===== src/rtl/button_debouncer.sv =====
// Two-channel push-button conditioner.
// Each raw button input goes through a 2-flop synchroniser and then a
// 4-state debounce FSM. A level change is accepted only after the
// synchronised input has held the new value for CNT_MAX consecutive cycles.
// The debounced levels a/b are registered and feed andGate.a/andGate.b.
//
// Build option: define DEBOUNCE_RISE_PULSE_EN to compile in the one-cycle
// rising-edge pulses a_rise/b_rise. Without it both pulse outputs are
// tied to 0. The port list and the level behaviour are the same in both builds.

module debounce_channel #(
    parameter int CNT_MAX = 4
) (
    input  logic clk,
    input  logic rst_n,
    input  logic btn,
    output logic level,
    output logic rise
);

    // state    | meaning
    // ---------+---------------------------------------------------
    // LOW      | output 0, input stable low
    // RISE_CHK | output 0, input seen high, counting stable cycles
    // HIGH     | output 1, input stable high
    // FALL_CHK | output 1, input seen low, counting stable cycles
    //
    // Bit 1 of the encoding is the debounced level, so the output comes
    // straight from a state flop and has no combinational input path.
    typedef enum logic [1:0] {
        LOW      = 2'b00,
        RISE_CHK = 2'b01,
        HIGH     = 2'b11,
        FALL_CHK = 2'b10
    } state_t;

    localparam int CW = $clog2(CNT_MAX);
    localparam logic [CW-1:0] CNT_LAST = CW'(CNT_MAX - 1);

    logic          s1;
    logic          s2;
    logic [CW-1:0] cnt;
    state_t        state;

    // Bring the asynchronous button into the clk domain.
    always_ff @(posedge clk or negedge rst_n) begin
        if (!rst_n) begin
            s1 <= 1'b0;
            s2 <= 1'b0;
        end else begin
            s1 <= btn;
            s2 <= s1;
        end
    end

`ifdef DEBOUNCE_RISE_PULSE_EN
    logic rise_q;

    // Debounce FSM with stability counter and registered rise pulse.
    always_ff @(posedge clk or negedge rst_n) begin
        if (!rst_n) begin
            state  <= LOW;
            cnt    <= '0;
            rise_q <= 1'b0;
        end else begin
            rise_q <= 1'b0;
            case (state)
                LOW: begin
                    if (s2) begin
                        state <= RISE_CHK;
                        cnt   <= CW'(1);
                    end else begin
                        cnt   <= '0;
                    end
                end
                RISE_CHK: begin
                    if (!s2) begin
                        state <= LOW;
                        cnt   <= '0;
                    end else if (cnt == CNT_LAST) begin
                        state  <= HIGH;
                        cnt    <= '0;
                        rise_q <= 1'b1;
                    end else begin
                        cnt   <= cnt + CW'(1);
                    end
                end
                HIGH: begin
                    if (!s2) begin
                        state <= FALL_CHK;
                        cnt   <= CW'(1);
                    end else begin
                        cnt   <= '0;
                    end
                end
                FALL_CHK: begin
                    if (s2) begin
                        state <= HIGH;
                        cnt   <= '0;
                    end else if (cnt == CNT_LAST) begin
                        state <= LOW;
                        cnt   <= '0;
                    end else begin
                        cnt   <= cnt + CW'(1);
                    end
                end
                default: begin
                    state <= LOW;
                    cnt   <= '0;
                end
            endcase
        end
    end

    assign rise = rise_q;
`else
    // Debounce FSM with stability counter; no pulse logic in this build.
    always_ff @(posedge clk or negedge rst_n) begin
        if (!rst_n) begin
            state <= LOW;
            cnt   <= '0;
        end else begin
            case (state)
                LOW: begin
                    if (s2) begin
                        state <= RISE_CHK;
                        cnt   <= CW'(1);
                    end else begin
                        cnt   <= '0;
                    end
                end
                RISE_CHK: begin
                    if (!s2) begin
                        state <= LOW;
                        cnt   <= '0;
                    end else if (cnt == CNT_LAST) begin
                        state <= HIGH;
                        cnt   <= '0;
                    end else begin
                        cnt   <= cnt + CW'(1);
                    end
                end
                HIGH: begin
                    if (!s2) begin
                        state <= FALL_CHK;
                        cnt   <= CW'(1);
                    end else begin
                        cnt   <= '0;
                    end
                end
                FALL_CHK: begin
                    if (s2) begin
                        state <= HIGH;
                        cnt   <= '0;
                    end else if (cnt == CNT_LAST) begin
                        state <= LOW;
                        cnt   <= '0;
                    end else begin
                        cnt   <= cnt + CW'(1);
                    end
                end
                default: begin
                    state <= LOW;
                    cnt   <= '0;
                end
            endcase
        end
    end

    assign rise = 1'b0;
`endif

    assign level = state[1];

endmodule

module button_debouncer #(
    parameter int CNT_MAX = 4
) (
    input  logic clk,
    input  logic rst_n,
    input  logic btn_a,
    input  logic btn_b,
    output logic a,
    output logic b,
    output logic a_rise,
    output logic b_rise
);

    // Two fully independent channels; nothing is shared between them.
    debounce_channel #(.CNT_MAX(CNT_MAX)) u_chan_a (
        .clk   (clk),
        .rst_n (rst_n),
        .btn   (btn_a),
        .level (a),
        .rise  (a_rise)
    );

    debounce_channel #(.CNT_MAX(CNT_MAX)) u_chan_b (
        .clk   (clk),
        .rst_n (rst_n),
        .btn   (btn_b),
        .level (b),
        .rise  (b_rise)
    );

endmodule

===== config.mk =====
export PLATFORM = sky130hd
export DESIGN_NAME = button_debouncer
export DESIGN_NICKNAME = d
export VERILOG_FILES = /design/src/rtl/button_debouncer.sv
export SDC_FILE = /design/constraint.sdc
export NUM_CORES = 1
export LEC_CHECK = 0
export CORE_MARGIN = 2
export CORE_UTILIZATION = 50
export CTS_BUF_LIST = sky130_fd_sc_hd__clkbuf_8
export CTS_CLUSTER_DIAMETER = 100
export DETAILED_ROUTE_END_ITERATION = 10
export GPL_TIMING_DRIVEN = 0
export PLACE_DENSITY = 0.76
export SETUP_SLACK_MARGIN = 0.15
export SLEW_MARGIN = 20
export SYNTH_ARGS = -nofsm -noshare
export SYNTH_HDL_FRONTEND = slang
export SYNTH_HIERARCHICAL = 1
export SYNTH_SLANG_ARGS = --single-unit
export TNS_END_PERCENT = 10

===== constraint.sdc =====
create_clock -name clk -period 3.5 [get_ports clk]
set_clock_uncertainty 0.2 [all_clocks]
set_input_delay 0.35 -clock clk [delete_from_list [all_inputs] [get_ports clk]]
set_output_delay 0.35 -clock clk [all_outputs]
set_load 0.01 [all_outputs]

## Word level (Yosys, flattened, before mapping)

Index checks and enable logic that the tools add are counted.

- Bits in latches: 0
- Memory bits (writable): 0
- Bits in read-only memories: 0
- Bits of input ports: 4
- Memories: 0
- Logic and storage cells: 56
- Register bits after elaboration: 12

- Add/subtract/negate cells: 2
- Muxes and demuxes: 26
- Multiply operators: 0
- Bitwise operators: 0
- Shift operators: 0
- Divide/modulo/power cells: 0
- Equal/unequal tests: 16
- Reduce and logical (&&, ||, !) cells: 4
- Order comparisons: 0

Operators by type and width:

| operator | number |
|---|---|
| 2-bit 2-to-1 mux | 18 |
| 2-bit case mux with 4 select lines | 4 |
| 2-bit equality test, second input constant | 6 |
| 4-bit AND reduction | 2 |
| 3-bit by 1-bit != test with 1-bit output, second input constant | 2 |
| 3-bit != test, second input constant | 2 |
| 2-bit by 1-bit adder with 2-bit output, second input constant | 2 |
| 2-bit by 1-bit equality test with 1-bit output, second input constant | 2 |
| 2-bit zero test | 2 |
| 1-bit 2-to-1 mux | 4 |
| 2-bit by 1-bit != test with 1-bit output, second input constant | 2 |
| 2-bit != test, second input constant | 2 |

## Depth between registers and ports, before layout

- Depth in word-level cells: 4
- Mapped depth: 5
- Depth with buffers taken out: 5

## Cells and area by module

Netlist, hierarchy kept.

By module, submodules not included:

| module | times used | cells an instance | sequential area each (sq um) | area each (sq um) |
|---|---|---|---|---|
| debounce_channel | 2 | 37 | 150.1 | 382.9 |

## Least setup slack after synthesis

OpenSTA, ideal clock, no wires.

- Kind: reg2reg
- Start point: register u_chan_a.state[1]
- End point: register u_chan_a.state[0]
- Setup slack: 1.791 ns
- Data arrival time: 1.385 ns
- Setup time: 0.124 ns
- Cell stages (with the launch flop): 6
- Required time: 3.176 ns
- Cell sequence: dfrtp_1 -> inv_1 -> ha_1 -> mux2i_1 -> o31ai_1 -> a211o_1

- Longest elaborated chain between the ends: 3

RTL lines:

| item | RTL line | source |
|---|---|---|
| start: declaration | 43 | `state_t state;` |
| start signal: assignment | 120 | `state <= LOW;` |
| start signal: assignment | 126 | `state <= RISE_CHK;` |
| start signal: assignment | 134 | `state <= LOW;` |
| 2-bit equality test, or another cell as far along | 123 | `case (state)` |
| 3-bit by 1-bit != test with 1-bit output (no source line), or another cell as far along | -- |  |
| 4-bit AND reduction (no source line) | -- |  |

Several ways; a longest one is shown, not always the timed one.
A chain may end at the register's enable or synchronous reset.

## Final worst setup path

- Start point: register u_chan_b.state[1]
- End point: register u_chan_b.state[0]

- Longest elaborated chain between the ends: 3

RTL lines:

| item | RTL line |
|---|---|
| start: declaration | 43 |
| start signal: assignment | 120 |
| start signal: assignment | 126 |
| start signal: assignment | 134 |
| 2-bit equality test, or another cell as far along | 123 |
| 3-bit by 1-bit != test with 1-bit output (no source line), or another cell as far along | -- |
| 4-bit AND reduction (no source line) | -- |

Several ways; a longest one is shown, not always the timed one.

==> results.toml <==
[outcome]
status = "finished clean"

[grt]
grt_use_total_pct = 17.4
antenna_found_initial = 0
grt_pass1_vias = 563
grt_max_degree = 13
overflow = 0
grt_pass1_wl_um = 2320

[clock_network]
cts_max_level = 1
cts.reportedPaths.clkPinSlew_ns = 0.05
ctsResizeCount = 0
cts_tree = "built"
cts_hold_buf = 0
cts_setup_buffers = 0
clock_latency_ns = 0.24
clock_sinks = 12
cts_buffers = 3
clk_path_buf_depth = 2
clockRootBuffer = "clkbuf_8"

[place]
dp_hpwl_um = 975
numPlacedInstances = 95
port_buffers = 5
gp_congestion = 0.794

[critical_path]
critPathMaxFanout = 7
cp-end-kind = "flop"
worst-path-buf-inv = 1
ff2ff_path_depth = 5
max_stage_delay_ns = 0.46
arrival_ns = 1.82
start_kind = "flop"
required_ns = 3.43
crit_chain = "inv_1 > ha_1 > mux2i_1 > o31ai_1 > a211o_1"
critPathKind = "flop to flop"
crit_slowest_cell = "mux2i_1"
critical_path.top_delay_family = "multiplexers"
crit_cells = 5

[synthesis]
synth_top_area_share_pct = 39.2
synth_adder_area_share_pct = 19.6
synth_area_um2 = 766
synth.distinct_cells = 22
ys_seq_area_share_pct = 39.2
syn_inst = 74
ys_top_cells_by_area = "dfrtp_1 39%, ha_1 20%, a22oi_2 3.3%, inv_1 2.9%, mux2i_1 2.6%"
synth_seq_cells = 12
synthSimpleGateAreaFrac_pct = 15.0
synth_warnings = 6
syn_nets = 90
synth_area_per_cell_um2 = 10.3
synth_mux_area_share_pct = 2.61
yosys.area.top_type = "dfrtp_1"
synth_xor_area_share_pct = 0
synth_top_family_by_area = "adder cells"
synth-compound-area-share_pct = 17.6

[drt]
drt-total-wl_um = 1370
wl_per_cell_um = 13.8
drc_errors = 0
via_per_inst = 5.61
ant_nets = 0
vias = 555
drt_pass1_iterations = 4
drtIter0Drc = 15

[sta]
slew_violations = 0
slew_headroom_pct = 61.9
setup_tns_ns = 0
hold_viol_final = 0
grt_setup_unrepaired = "false"
max_freq_mhz = 528
min_period_ns = 1.89
worst_pin_slew_ns = 0.556
whs_ns = 0.151
post-route-period-util_pct = 54.1
setup_viol = 0

[worst_hold_path]
hp-class = "flop to flop"
whs_path_depth = 0

[final_layout]
final_cell_mix = "12 x ha_1, 12 x dfrtp_1, 6 x inv_1"
area_delta_synth_final_pct = 16.3
final_cells = 99
drive_gt1_share_pct = 9.64
diodes = 0
nNetsFinal = 100

[power]
leakagePower_uw = 0.000430
ir_drop_uv = 423
powerDensity_nw_per_um2 = 838
p_total_uw = 746

[die]
fp.dieH_um = 43.1
die_width_um = 43.1
io_pins = 8
rows = 14
initial_core_util_pct = 52.0
die_area_um2 = 1860
core_um2 = 1470

[flow_run]
drv_cap = 0
where the power goes:
part | internal, uW | switching [uW]
Sequential | 185 | 37.3
Clock | 99.3 | 50.1
Combinational | 175 | 199
registers in the layout (all words and copies together), names as in the netlist:
name,flops
u_chan_a/cnt,2
u_chan_a/s1,1
u_chan_a/s2,1
u_chan_a/state,2
u_chan_b/cnt,2
u_chan_b/s1,1
u_chan_b/s2,1
u_chan_b/state,2
synthesized netlist by cell type (all sizes together):
library cell,n
dfrtp,12
ha,12
inv,6
nor2,4
nor3,4
o21ai,4
a211o,2
a21oi,2
a22oi,2
and2b,2
buf,2
conb,2
mux2i,2
nand2,2
nand4b,2
nor2b,2
nor3b,2
o2111ai,2
o211ai,2
o21a,2
o31ai,2
or3,2
layer usage:
metal	part of all wire [%]	vias up	wire (um)	track usage, %
met3	4.2	3	57	5.11
li1	-	281	-	-
met2	49	14	668	28.4
met5	0	-	0	0
met1	45	257	615	18.8
met4	2.2	0	30	12.7
per-stage QoR:
stage               cell area [um^2]  setup slack (ns)  utilization [%]
global route                     891              1.50             60.5
detailed placement               836              1.65             56.8
floorplan                        766              1.79                -
global placement                 836              1.69             56.8
CTS                              891              1.60             60.5
finish                           891              1.61             60.5
path summary, 6_finish.rpt:
| check | slack [ns] | end | startpoint |
|---|---|---|---|
| hold / removal | 0.15 | u_chan_a/s2 | u_chan_a/s1 |
| max in group asynchronous | 2.52 | u_chan_a/s2 | rst_n |
| setup / recovery | 1.61 | u_chan_b/state[0] | u_chan_b/state[1] |
| setup reg to reg | 1.61 | u_chan_b/state[0] | u_chan_b/state[1] |
| hold reg to reg | 0.15 | u_chan_a/s2 | u_chan_a/s1 |
| min in group asynchronous | 0.25 | u_chan_a/cnt[0] | rst_n |
worst reg2reg max path, cell delays in order, from the launching register on:
cell	delay [ns]
dfrtp_1	0.42
inv_1	0.13
ha_1	0.22
mux2i_1	0.46
o31ai_1	0.11
a211o_1	0.24
kinds of logic after synthesis:
kind of cell / count (synthesis)
AO/OA/AOI/OAI: 18
adder cells (fa/ha/maj): 12
buffers and inverters: 8
flip-flops: 12
multiplexers: 2
other: 2
AND/OR/NAND/NOR: 20
layout make-up:
cell class | instances | area [um^2]
plain buffers | 2 | 15.0
fillers | 129 | 581
flip-flops and latches | 12 | 300
repair buffers | 5 | 50.0
inverters | 6 | 22.5
multi-input cells | 54 | 428
clock buffers | 4 | 55.1
well taps | 16 | 20.0
Power figures use the tool's default switching activity.
